`src/rtl/vector_accumulate_unit.sv`:
```
// Per-chain frame accumulator placed after filterReduceUnit: passthrough, saturating
// sum or element-wise max, emitting one vector per frame on the selected eof level.
module vector_accumulate_unit #(
  parameter int unsigned N                                    = 8,
  parameter int unsigned DATA_WIDTH                           = 32,
  parameter int unsigned MAX_CHAINS                           = 4,
  parameter logic [7:0]  PERSONAL_CONFIG_ID                   = 8'd1,
  parameter logic [MAX_CHAINS-1:0][7:0] INITIAL_FIRMWARE_OP   = '0,
  parameter logic [MAX_CHAINS-1:0]      INITIAL_FIRMWARE_EMIT = '0,
  localparam int unsigned CHAIN_W = (MAX_CHAINS > 1) ? $clog2(MAX_CHAINS) : 1
) (
  input  logic                             clk,
  input  logic                             reset,
  input  logic                             tracing,
  input  logic                             valid_in,
  input  logic [1:0]                       eof_in,
  input  logic [1:0]                       bof_in,
  input  logic [CHAIN_W-1:0]               chainId_in,
  input  logic [7:0]                       configId,
  input  logic [7:0]                       configData,
  input  logic [N-1:0][DATA_WIDTH-1:0]     vector_in,
  output logic [N-1:0][DATA_WIDTH-1:0]     vector_out,
  output logic [CHAIN_W-1:0]               chainId_out,
  output logic                             valid_out,
  output logic [1:0]                       eof_out,
  output logic [1:0]                       bof_out
);

  localparam logic [7:0] OP_SUM  = 8'd1;
  localparam logic [7:0] OP_MAX  = 8'd2;
  localparam logic [7:0] CNT_MAX = 8'hFF;

  logic [MAX_CHAINS-1:0][N-1:0][DATA_WIDTH-1:0] acc_q, acc_d;
  logic [MAX_CHAINS-1:0][7:0]                   op_q, op_d;
  logic [MAX_CHAINS-1:0]                        emit_q, emit_d;
  logic [7:0]                                   cnt_q, cnt_d;
  logic [N-1:0][DATA_WIDTH-1:0]                 vec_q, vec_d;
  logic                                         valid_q, valid_d;
  logic [1:0]                                   eof_q, bof_q;
  logic [CHAIN_W-1:0]                           chain_q;

  logic [7:0]                                   cur_op_c;
  logic                                         cur_emit_c;
  logic                                         e_c, b_c;
  logic [N-1:0][DATA_WIDTH-1:0]                 acc_cur_c;
  logic [N-1:0][DATA_WIDTH:0]                   lane_sum_c;
  logic [N-1:0][DATA_WIDTH-1:0]                 new_c;

  // Per-lane candidate value for the addressed chain; bof restarts from the input.
  always_comb begin
    cur_op_c   = op_q[chainId_in];
    cur_emit_c = emit_q[chainId_in];
    e_c        = eof_in[cur_emit_c];
    b_c        = bof_in[cur_emit_c];
    acc_cur_c  = acc_q[chainId_in];
    lane_sum_c = '0;
    new_c      = '0;
    for (int l = 0; l < int'(N); l++) begin
      lane_sum_c[l] = {1'b0, acc_cur_c[l]} + {1'b0, vector_in[l]};
      if (b_c) begin
        new_c[l] = vector_in[l];
      end else if (cur_op_c == OP_MAX) begin
        new_c[l] = (acc_cur_c[l] >= vector_in[l]) ? acc_cur_c[l] : vector_in[l];
      end else begin
        new_c[l] = lane_sum_c[l][DATA_WIDTH] ? {DATA_WIDTH{1'b1}} : lane_sum_c[l][DATA_WIDTH-1:0];
      end
    end
  end

  // Next-state: tracing datapath or firmware byte loading.
  always_comb begin
    acc_d   = acc_q;
    op_d    = op_q;
    emit_d  = emit_q;
    cnt_d   = cnt_q;
    vec_d   = vec_q;
    valid_d = 1'b0;

    if (tracing) begin
      if (cur_op_c == OP_SUM || cur_op_c == OP_MAX) begin
        if (valid_in) begin
          acc_d[chainId_in] = new_c;
          if (e_c) begin
            vec_d   = new_c;
            valid_d = 1'b1;
          end
        end
      end else begin
        vec_d   = vector_in;
        valid_d = valid_in;
      end
    end else if (configId == PERSONAL_CONFIG_ID) begin
      for (int k = 0; k < int'(MAX_CHAINS); k++) begin
        if (cnt_q == 8'(k))              op_d[k]   = configData;
        if (cnt_q == 8'(MAX_CHAINS + k)) emit_d[k] = configData[0];
      end
      if (cnt_q != CNT_MAX) cnt_d = cnt_q + 8'd1;
    end

    if (configId != PERSONAL_CONFIG_ID) cnt_d = '0;
  end

  always_ff @(posedge clk or posedge reset) begin
    if (reset) begin
      acc_q   <= '0;
      op_q    <= INITIAL_FIRMWARE_OP;
      emit_q  <= INITIAL_FIRMWARE_EMIT;
      cnt_q   <= '0;
      vec_q   <= '0;
      valid_q <= 1'b0;
      eof_q   <= '0;
      bof_q   <= '0;
      chain_q <= '0;
    end else begin
      acc_q   <= acc_d;
      op_q    <= op_d;
      emit_q  <= emit_d;
      cnt_q   <= cnt_d;
      vec_q   <= vec_d;
      valid_q <= valid_d;
      eof_q   <= eof_in;
      bof_q   <= bof_in;
      chain_q <= chainId_in;
    end
  end

  assign vector_out  = vec_q;
  assign valid_out   = valid_q;
  assign eof_out     = eof_q;
  assign bof_out     = bof_q;
  assign chainId_out = chain_q;

endmodule
```
`config.mk`:
```
export PLATFORM = sky130hd
export DESIGN_NAME = vector_accumulate_unit
export DESIGN_NICKNAME = d
export VERILOG_FILES = /design/src/rtl/vector_accumulate_unit.sv
export SDC_FILE = /design/constraint.sdc
export NUM_CORES = 2
export LEC_CHECK = 0
export ABC_CLOCK_PERIOD_IN_PS = 90300
export CAP_MARGIN = 5
export CORE_MARGIN = 2
export CORE_UTILIZATION = 45
export DETAILED_ROUTE_END_ITERATION = 8
export HOLD_SLACK_MARGIN = 0.08
export PLACE_DENSITY_LB_ADDON = 0.12
export SYNTH_ARGS = -nofsm -noshare
export SYNTH_HDL_FRONTEND = slang
export SYNTH_SLANG_ARGS = --single-unit
```
`constraint.sdc`:
```
create_clock -name clk -period 90.3 [get_ports clk]
set_clock_uncertainty 0.1 [all_clocks]
set_input_delay 27.09 -clock clk [delete_from_list [all_inputs] [get_ports clk]]
set_output_delay 27.09 -clock clk [all_outputs]
set_load 0.02 [all_outputs]
```
==> flow_summary.ini <==
[status]
status = finished, final reports clean

[critical_path]
startpoint_type = primary input
crit_family = buffers and inverters
crit_slowest_cell = and3_1
path_buf_inv = 5
critPathMaxFanout = 51
end_kind = flip-flop
crit_type = primary input to flip-flop
worstPathArrival_ns = 34.28
cp_data_required_time_ns = 90.88
cpMostUsedCell = buf_4
cp_slowest_stage_delay_ns = 0.98
crit_path_cell_trace = buf_8 -> buf_4 -> buf_4 -> buf_4 -> mux4_2 -> ha_1 -> fa_1 -> nor2b_1 -> o211ai_1 -> a21oi_1 -> a211oi_1 -> buf_4 -> a211o_1 -> a21o_1 -> and3_1 -> a221o_1 -> o21ai_0 -> o21a_1
rrSetupSlack_ns = 84.89

[synth]
async_flop_share = 1.000
syn_area_um2 = 81860
syn_area_per_cell_um2 = 9.222
synthCells = 8877
ys_types = 95
syn-num-nets = 9690
yosys_warnings = 0
ys_seq_area_frac = 0.4069
ys_ff_latch = 1331
synth-main-ff-cell = dfrtp_1
synth-edff-count = 0

[global_routing]
grt.overflow.total = 0
grt_antenna_before_repair = 25
grt_max_degree = 177
grtUsageTotal = 0.3084
grt_pass1_vias = 70018
grt_pass1_wl_um = 440500

[clock_tree]
cts_setup_buffers = 0
cts-root-buf = clkbuf_16
clock_tree.buffer_depth = 3
cts_resized = 0
ctsHoldBuffers = 0
clock_sinks = 1331
clkLatencyLatePin_ns = 0.81
clk_pin_slew_ns = 0.06
cts_tree = yes
htreeDepth = 4
cts_buffers = 154

[cells_and_area]
area_growth_pct = 15.29
final_nets = 9946
drive_gt1_frac = 0.09989
final_cells = 11629

[timing]
fin_crit_ns = 33.70
max_slew_margin = 0.08014
setup_viol = 0
post-route-period-util = 0.3732
rsz0062_at_grt = no
fmax_mhz = 29.67
hold_viol_final = 0
setup_tns_ns = 0
drv_slew = 0
worst_pin_slew_ns = 1.376

[drt]
vias_per_cell = 6.050
finalWirelength_um = 289200
drt-pass1-iter-count = 8
dr.first_iter.drc_count = 5918
via_count = 70354
drc = 0
wl_per_cell_um = 24.87
postRouteAntennaNets = 0

[die]
fp.dieH_um = 430.5
die_w_um = 430.5
io_pins = 545
start_util = 0.4529
dieArea_um2 = 185300
row_count = 156
core-area_um2 = 180700

[pwr]
seqPwrFrac = 0.413
pwr-share-comb = 0.157
intPower_mw = 1.106
powerDensity_nw_per_um2 = 16.36
clock_power_share = 0.430
power_mw = 1.544
p_sw_mw = 0.4384
p_leak_nw = 44.01
netSwitchingFraction = 0.2839
ir_drop_mv = 0.01480

[place]
hpwlAfterDp_um = 196900
gp_congestion = 0.9542
io_buffer_count = 544
place_inst = 11347

[run]
drv_cap = 0

[min_path]
hold_path.class = flip-flop to flip-flop
path summary, 6_finish.rpt:
check                         startpoint              end  cells after the start
min reg2reg                   acc_q[683]       acc_q[683]                      2
min                           acc_q[683]       acc_q[683]                      2
min in group asynchronous          reset   vector_out[61]                      2
max in group asynchronous          reset       acc_q[937]                      5
max                        chainId_in[0]  vector_out[235]                     18
max reg2reg                   acc_q[953]       acc_q[959]                     10
layer usage:
metal / routed length (um) / global-route usage
met5: 195 / 0
met4: 12560 / 0.1236
met3: 17640 / 0.04277
met2: 135200 / 0.5036
met1: 123600 / 0.4146
worst register-to-register path: cells and delay by family (launching register included):
kind                       cells  cell delay, ns
AOI/OAI and AO/OA              5            2.77
adders and majority gates      1            0.52
DFF                            1            0.37
muxes                          2            0.79
and+or+nand+nor                2            0.80
through the flow:
step / hold WS [ns] / utilization / worst slack (ns) / area [um^2]
global route: 0.3872 / 0.5221 / 55.94 / 94370
global placement: 0.3451 / 0.4927 / 55.74 / 89050
CTS: 0.3666 / 0.5221 / 56.57 / 94360
finish: 0.3643 / 0.5222 / 56.60 / 94380
floorplan: 0.3334 / - / 25.59 / 81860
detailed placement: 0.3535 / 0.4927 / 55.73 / 89050
final cells by class:
class                           instances  area (um^2)
Tap cell                             2370         2965
Clock inverter                         54        749.5
Antenna cell                            9        22.52
Timing Repair Buffer                  643         6271
Sequential cell                      1331        33310
Inverter                              495         1866
Clock buffer                          219         4557
Multi-Input combinational cell       6508        44640
Fill cell                           16624        86360
sequential cells by signal, summed over array words and instances (netlist names):
register,flops
emit_q,4
acc_q,1024
cnt_q,8
vector_out,256
op_q,32
chainId_out,2
bof_out,2
eof_out,2
valid_out,1
cells by family (layout without fill, tap and decap cells):
family | after synthesis | count (layout) | synth area share
AND/OR/NAND/NOR | 2750 | 2750 | 0.1452
flip-flops | 1331 | 1331 | 0.4069
other | 0 | 9 | 0
AO/OA/AOI/OAI | 2525 | 2525 | 0.1903
multiplexers | 505 | 505 | 0.1049
XOR/XNOR | 197 | 197 | 0.02108
buffers and inverters | 1038 | 1411 | 0.04975
adder cells (fa/ha/maj) | 531 | 531 | 0.08189
synth_stat cells (161+ instances only):
cell type  count  area share
nor3_1       161      0.0098
inv_1        495       0.023
clkbuf_1     362       0.017
mux2_2       230       0.032
nand3_1      173       0.011
a21oi_1      700       0.043
mux4_2       259       0.071
nand2_1     1523       0.070
ha_1         523       0.080
nor2_1       489       0.022
dfrtp_1     1331        0.41
o21ai_0      776       0.047
placed cells by master, fill, tap and decap left out, types with 31 or more instances in the layout:
| cell type | netlist | routed |
|---|---|---|
| inv_1 | 495 | 494 |
| mux2_2 | 230 | 229 |
| a221oi_1 | 45 | 45 |
| a21o_1 | 95 | 95 |
| a211o_1 | 31 | 31 |
| nand2b_1 | 71 | 70 |
| or3_1 | 41 | 40 |
| xor2_1 | 39 | 39 |
| o21a_1 | 57 | 56 |
| nand2_1 | 1523 | 1519 |
| nand3_1 | 173 | 172 |
| dfrtp_1 | 1331 | 1331 |
| o21ai_0 | 776 | 774 |
| a31oi_1 | 117 | 117 |
| nor3_1 | 161 | 160 |
| a211oi_1 | 62 | 62 |
| a221o_1 | 45 | 45 |
| nor2b_1 | 59 | 59 |
| a21oi_1 | 700 | 699 |
| o21bai_1 | 68 | 68 |
| xnor2_1 | 158 | 158 |
| buf_4 | 4 | 94 |
| nor2_1 | 489 | 484 |
| o31ai_1 | 87 | 87 |
| nor4_1 | 43 | 43 |
| nand4_1 | 53 | 53 |
| ha_1 | 523 | 523 |
| clkdlybuf4s50_1 | 0 | 541 |
| o22ai_1 | 87 | 87 |
| mux4_2 | 259 | 259 |
| clkbuf_8 | 0 | 31 |
| o211ai_1 | 48 | 48 |
| clkbuf_16 | 0 | 161 |
power by group through the flow:
| stage | Sequential [mW] | Combinational, mW | Clock [mW] |
|---|---|---|---|
| 4_1_cts | 0.638 | 0.242 | 0.674 |
| 5_1_grt | 0.640 | 0.264 | 0.697 |
| 2_1_floorplan | 0.655 | 0.135 | 0 |
| 3_3_place_gp | 0.648 | 0.238 | 0 |
| 3_5_place_dp | 0.649 | 0.241 | 0 |
| 6_report | 0.638 | 0.242 | 0.663 |
Power figures use the tool's default switching activity.
